<file path="src/rtl/stopwatch_ctrl.sv">
// Stopwatch control sequencer: key conditioning, 100 Hz tick extraction and start/stop/lap/reset FSM.
// Latency: press event 2+DEBOUNCE_CYCLES cycles after a steady key edge, FSM outputs one cycle later; cnt_en 2 cycles after tb_100Hz is sampled high.
// No backpressure: every output is a registered pulse or level that the time counter and display consume unconditionally.
module stopwatch_ctrl #(
  parameter int DEBOUNCE_CYCLES = 500_000,
  parameter bit BTN_ACTIVE_LOW  = 1'b1
) (
  input  logic       clk_50MHz,
  input  logic       rst,
  input  logic       btn_start_stop_raw,
  input  logic       btn_lap_reset_raw,
  input  logic       tb_100Hz,
  input  logic       cnt_overflow,
  output logic       cnt_en,
  output logic       cnt_clr,
  output logic       lap_latch,
  output logic       disp_hold,
  output logic [1:0] state,
  output logic       running
);

  localparam int            CW       = (DEBOUNCE_CYCLES > 1) ? $clog2(DEBOUNCE_CYCLES) : 1;
  localparam logic [CW-1:0] CNT_LAST = CW'(DEBOUNCE_CYCLES - 1);
  // raw level of a released key, per key
  localparam logic [1:0]    RAW_IDLE = BTN_ACTIVE_LOW ? 2'b11 : 2'b00;

  typedef enum logic [1:0] {
    IDLE  = 2'b00,
    RUN   = 2'b01,
    PAUSE = 2'b10,
    LAP   = 2'b11
  } state_t;

  // bit 0 = start/stop key, bit 1 = lap/reset key
  logic [1:0]    raw;
  logic [1:0]    sync1;
  logic [1:0]    sync2;
  logic [1:0]    pressed;
  logic [1:0]    stable;
  logic [1:0]    stable_d;
  logic [1:0]    press;
  logic [CW-1:0] db_cnt [2];

  logic          tb_q;
  logic          tb_prev;
  logic          tick;

  state_t        cur_state;
  state_t        nxt_state;
  logic          clr_nxt;
  logic          latch_nxt;

  assign raw     = {btn_lap_reset_raw, btn_start_stop_raw};
  // after normalisation 1 always means "pressed"
  assign pressed = sync2 ^ RAW_IDLE;
  assign press   = stable & ~stable_d;

  // two-flop synchroniser for the asynchronous keys
  always_ff @(posedge clk_50MHz or posedge rst) begin
    if (rst) begin
      sync1 <= RAW_IDLE;
      sync2 <= RAW_IDLE;
    end else begin
      sync1 <= raw;
      sync2 <= sync1;
    end
  end

  // debounce: accept a new level only after DEBOUNCE_CYCLES consecutive differing samples
  always_ff @(posedge clk_50MHz or posedge rst) begin
    if (rst) begin
      stable   <= 2'b00;
      stable_d <= 2'b00;
      for (int i = 0; i < 2; i++) db_cnt[i] <= '0;
    end else begin
      stable_d <= stable;
      for (int i = 0; i < 2; i++) begin
        if (pressed[i] == stable[i]) begin
          db_cnt[i] <= '0;
        end else if (db_cnt[i] == CNT_LAST) begin
          stable[i] <= pressed[i];
          db_cnt[i] <= '0;
        end else begin
          db_cnt[i] <= db_cnt[i] + 1'b1;
        end
      end
    end
  end

  // timebase rising-edge detect, registered so the tick lines up with the FSM inputs
  always_ff @(posedge clk_50MHz or posedge rst) begin
    if (rst) begin
      tb_q    <= 1'b0;
      tb_prev <= 1'b0;
      tick    <= 1'b0;
    end else begin
      tb_q    <= tb_100Hz;
      tb_prev <= tb_q;
      tick    <= tb_q & ~tb_prev;
    end
  end

  // state register
  always_ff @(posedge clk_50MHz or posedge rst) begin
    if (rst) cur_state <= IDLE;
    else     cur_state <= nxt_state;
  end

  // next state and control pulses; overflow first, then start/stop, then lap/reset
  always_comb begin
    nxt_state = cur_state;
    clr_nxt   = 1'b0;
    latch_nxt = 1'b0;
    case (cur_state)
      IDLE: begin
        if (press[0])      nxt_state = RUN;
        else if (press[1]) clr_nxt   = 1'b1;
      end
      RUN: begin
        if (cnt_overflow || press[0]) begin
          nxt_state = PAUSE;
        end else if (press[1]) begin
          nxt_state = LAP;
          latch_nxt = 1'b1;
        end
      end
      LAP: begin
        if (cnt_overflow || press[0]) nxt_state = PAUSE;
        else if (press[1])            nxt_state = RUN;
      end
      PAUSE: begin
        if (press[0]) begin
          // a full counter cannot be restarted; the event is dropped
          if (!cnt_overflow) nxt_state = RUN;
        end else if (press[1]) begin
          nxt_state = IDLE;
          clr_nxt   = 1'b1;
        end
      end
      default: nxt_state = IDLE;
    endcase
  end

  // registered outputs; cnt_en uses the pre-transition state so a stop still gets its tick
  always_ff @(posedge clk_50MHz or posedge rst) begin
    if (rst) begin
      cnt_en    <= 1'b0;
      cnt_clr   <= 1'b0;
      lap_latch <= 1'b0;
      disp_hold <= 1'b0;
      running   <= 1'b0;
    end else begin
      cnt_en    <= tick && ((cur_state == RUN) || (cur_state == LAP));
      cnt_clr   <= clr_nxt;
      lap_latch <= latch_nxt;
      disp_hold <= (nxt_state == LAP);
      running   <= (nxt_state == RUN) || (nxt_state == LAP);
    end
  end

  assign state = cur_state;

endmodule

</file>
<file path="config.mk">
export PLATFORM = sky130hd
export DESIGN_NAME = stopwatch_ctrl
export DESIGN_NICKNAME = d
export VERILOG_FILES = /design/src/rtl/stopwatch_ctrl.sv
export SDC_FILE = /design/constraint.sdc
export NUM_CORES = 1
export LEC_CHECK = 0
export BUFFER_PORTS_ARGS = -buffer_cell sky130_fd_sc_hd__buf_2
export CORE_MARGIN = 3
export CORE_UTILIZATION = 36
export CTS_BUF_LIST = sky130_fd_sc_hd__clkbuf_2 sky130_fd_sc_hd__clkbuf_4 sky130_fd_sc_hd__clkbuf_8
export CTS_CLUSTER_DIAMETER = 150
export DETAILED_ROUTE_END_ITERATION = 10
export PLACE_DENSITY = 0.59
export RECOVER_POWER = 50
export SLEW_MARGIN = 0
export SYNTH_ARGS = -nofsm -noshare
export SYNTH_HDL_FRONTEND = slang
export SYNTH_SLANG_ARGS = --single-unit
</file>
<file path="constraint.sdc">
create_clock -name clk_50MHz -period 5 [get_ports clk_50MHz]
set_input_delay 1 -clock clk_50MHz [delete_from_list [all_inputs] [get_ports clk_50MHz]]
set_output_delay 1 -clock clk_50MHz [all_outputs]
set_load 0.02 [all_outputs]
</file>
==> flow_summary_export.csv <==
group,metric,value,unit
power_and_ir_drop,intPower,576,uW
placement,portBuffers,12,
clock_network,post_cts_buffers,0,
hold_path,holdPathStages,0,
critical_path,cp_num_cells,4,
layout,syn_to_final_growth,10.0,%
critical_path,rr_worst_depth,4,
timing,finalCritPeriodShare,39.5,%
critical_path,slowest_delay,0.66,ns
route,drc,0,
clock_network,clkSinkCount,56,
global_route,grt_overflow,0,
floorplan,design.die.area,0.00806,sq mm
floorplan,initial_core_util,38.5,%
clock_network,cts.hold.buffers_added,0,
synth,syn_area_per_cell,10.4,sq um
power_and_ir_drop,seqPwrFrac,61.0,%
synth,ys_ff_latch,56,
placement,globalplace.congestion,0.804,
route,vias,1723,
hold_path,hp-class,"reg -> reg",
floorplan,ioPinCount,13,
critical_path,r2r_slack,3.02,ns
route,drtAntennaViolNets,0,
timing,hold_viol,0,
synth,synth_area,0.00253,sq mm
timing,fin_crit,1.98,ns
route,drt_iter0_drc,98,
synth,synth_simple_gate_area_share,23.9,%
critical_path,worstSetupPathType,"reg -> reg",
clock_network,clk_latency,0.32,ns
critical_path,crit_buf_inv,0,
synth,synth_compound_area_share,5.70,%
power_and_ir_drop,peakVddDrop,0.107,mV
critical_path,critPathSlowestCell,"o21ai_2",
critical_path,critical-path-top-delay-family,"simple AND/OR/NAND/NOR gates",
route,drt-wirelength-per-cell,12.5,um
floorplan,num_rows,29,
power_and_ir_drop,p_leak,0.00111,uW
timing,final_max_slew_viol_count,0,
hold_path,hp-start,"sync1[1]",
layout,final_cell_mix,"dfrtp_1 (52), nor2_1 (35), xnor2_1 (26), nand2_1 (13)",
critical_path,r2r_end,"db_cnt[7]",
timing,holdWs,0.362,ns
route,avgViaCountPerCell,4.89,
global_route,antenna_found_initial,0,
critical_path,crit_chain,"nor4_1, nand4_1, o21ai_2, nor2_1",
power_and_ir_drop,power.net_switching,192,uW
synth,synth_top_family_by_area,"simple AND/OR/NAND/NOR gates",
job,max-cap-violations,0,
power_and_ir_drop,power_frac_comb,3.6,%
critical_path,r2r_start,"db_cnt[11]",
layout,nNetsFinal,266,
synth,synthFlopType,"dfrtp_1",
synth,synthMuxAreaShare,0.792,%
placement,post-dp-hpwl,2840,um
critical_path,crit_required,5.17,ns
timing,tns,0,ns
timing,worst_clock_skew,0.0136,ns
layout,final_core_util,42.3,%
placement,dp_worst_setup_slack,3.00,ns
clock_network,clkTransAtPathRegs,0.10,ns
route,dr.pass1.iters,4,
global_route,grtUsageTotal,11.7,%
timing,worst_pin_slew,0.779,ns
timing,rsz0062_at_grt,"false",
synth,synth_xor_area_share,10.1,%
synth,synthAdderAreaFrac,0.991,%
critical_path,path_max_fanout,19,
synth,synth-async-reset-ratio,100,%
power_and_ir_drop,p_per_area,276,mW/mm^2
timing,fmax,506,MHz
timing,setup_viol,0,
layout,num_antenna_cells,0,
critical_path,arrival,2.15,ns
clock_network,htreeDepth,2,
layout,layout-drive-gt1-share,12.4,%
synth,yosysWarnings,0,
route,wirelength,4400,um
global_route,grt_pass1_wl,7850,um
global_route,grt_pass1_vias,1685,
clock_network,cts_buffers,5,
global_route,grt_max_degree,57,
synth,synth_edf_count,0,
critical_path,crit_path_end_kind,"register",
status,outcome,"complete, no violations",
clock_network,clock_path_buffers,2,
critical_path,cp-start-kind,"register",
clock_network,cts_resized,0,
timing,slew-limit-headroom,48.1,%
synth,netlist_instances,243,
layout,mostFrequentLayoutCell,"dfrtp_1",
timing,finalWorstSetupSlack,3.02,ns
floorplan,design.core.area,0.00657,sq mm
clock_network,cts_tree,"built",
floorplan,die_y,89.8,um
floorplan,die_width,89.8,um
hold_path,holdPathEnd,"sync2[1]",
synth,synth_nets,251,
power_and_ir_drop,pwr-share-clk,35.3,%
synth,ys_types,39,
power_and_ir_drop,switching_share,25.0,%
power_and_ir_drop,p_total,767,uW
synth,ys_seq_area_share,55.7,%
clock_network,cts-root-buf,"clkbuf_8",
==> registers in the layout, summed over array words and instances, names as in the netlist, 2 cells and up <==
signal    count
db_cnt       38
stable        2
sync2         2
sync1         2
state         2
stable_d      2
==> per-layer routing <==
layer	global-route usage (%)	part of all wire, %	vias to the layer above
met1	16.0	51	814
li1	-	-	876
met2	17.9	44	26
met4	5.24	1.7	0
met3	2.75	3.4	7
met5	0	0	-
==> worst register-to-register path: cells and delay by family, from the launching register on <==
kind / cells / cell delay [ns]
DFF: 1 / 0.46
and+or+nand+nor: 3 / 0.72
AOI/OAI and AO/OA: 1 / 0.66
==> cells by family (layout without fill, tap and decap cells) <==
| group | Yosys count | in the layout |
|---|---|---|
| DFF | 56 | 56 |
| AOI/OAI and AO/OA | 22 | 22 |
| xor gates and xnor gates | 29 | 29 |
| muxes | 2 | 2 |
| and+or+nand+nor | 115 | 115 |
| adders and majority gates | 2 | 2 |
| buffers and inverters | 17 | 33 |
==> power groups by stage <==
stage / clock network, uW / registers, uW / logic [uW]
final: 271 / 468 / 27.9
after global routing: 301 / 470 / 33.1
after CTS: 282 / 468 / 29.6
after detailed placement: 0 / 477 / 29.4
after global placement: 0 / 477 / 29.0
after floorplan: 0 / 476 / 19.7
==> cell usage after synthesis, types with 3 or more instances <==
| cell type | instances | share of area (%) |
|---|---|---|
| a21oi_1 | 6 | 1.2 |
| xor2_1 | 3 | 1.0 |
| nor2_1 | 35 | 5.2 |
| and2_1 | 3 | 0.74 |
| nand2_1 | 13 | 1.9 |
| dfrtp_1 | 52 | 52 |
| nor3_1 | 10 | 2.0 |
| xnor2_1 | 26 | 9.0 |
| dfstp_2 | 4 | 4.2 |
| o31ai_1 | 7 | 2.1 |
| nand3_1 | 12 | 2.4 |
| o21ai_0 | 4 | 0.79 |
| nor4_1 | 10 | 2.5 |
| inv_1 | 12 | 1.8 |
| or4_1 | 3 | 0.89 |
| nand4_1 | 10 | 2.5 |
==> area by class of cell <==
type / count / area, sq um
Clock inverter: 3 / 28.8
Timing Repair Buffer: 13 / 67.6
Fill cell: 612 / 3790
Inverter: 12 / 45.0
Clock buffer: 5 / 68.8
Tap cell: 93 / 116
Multi-Input combinational cell: 170 / 1050
Sequential cell: 56 / 1410
==> how the worst max path moves through the flow <==
stage	startpoint	endpoint
after floorplan	rst	cnt_clr
after global placement	db_cnt[14]	db_cnt[2]
after detailed placement	db_cnt[19]	db_cnt[31]
after CTS	db_cnt[19]	db_cnt[30]
after global routing	db_cnt[19]	db_cnt[27]
final	db_cnt[11]	db_cnt[7]
==> stage by stage <==
stage	std cells	area [sq um]
floorplan	243	2530
global route	352	2780
finish	352	2780
detailed placement	344	2680
global placement	344	2680
CTS	352	2780
(Power assumes the default switching activity.)
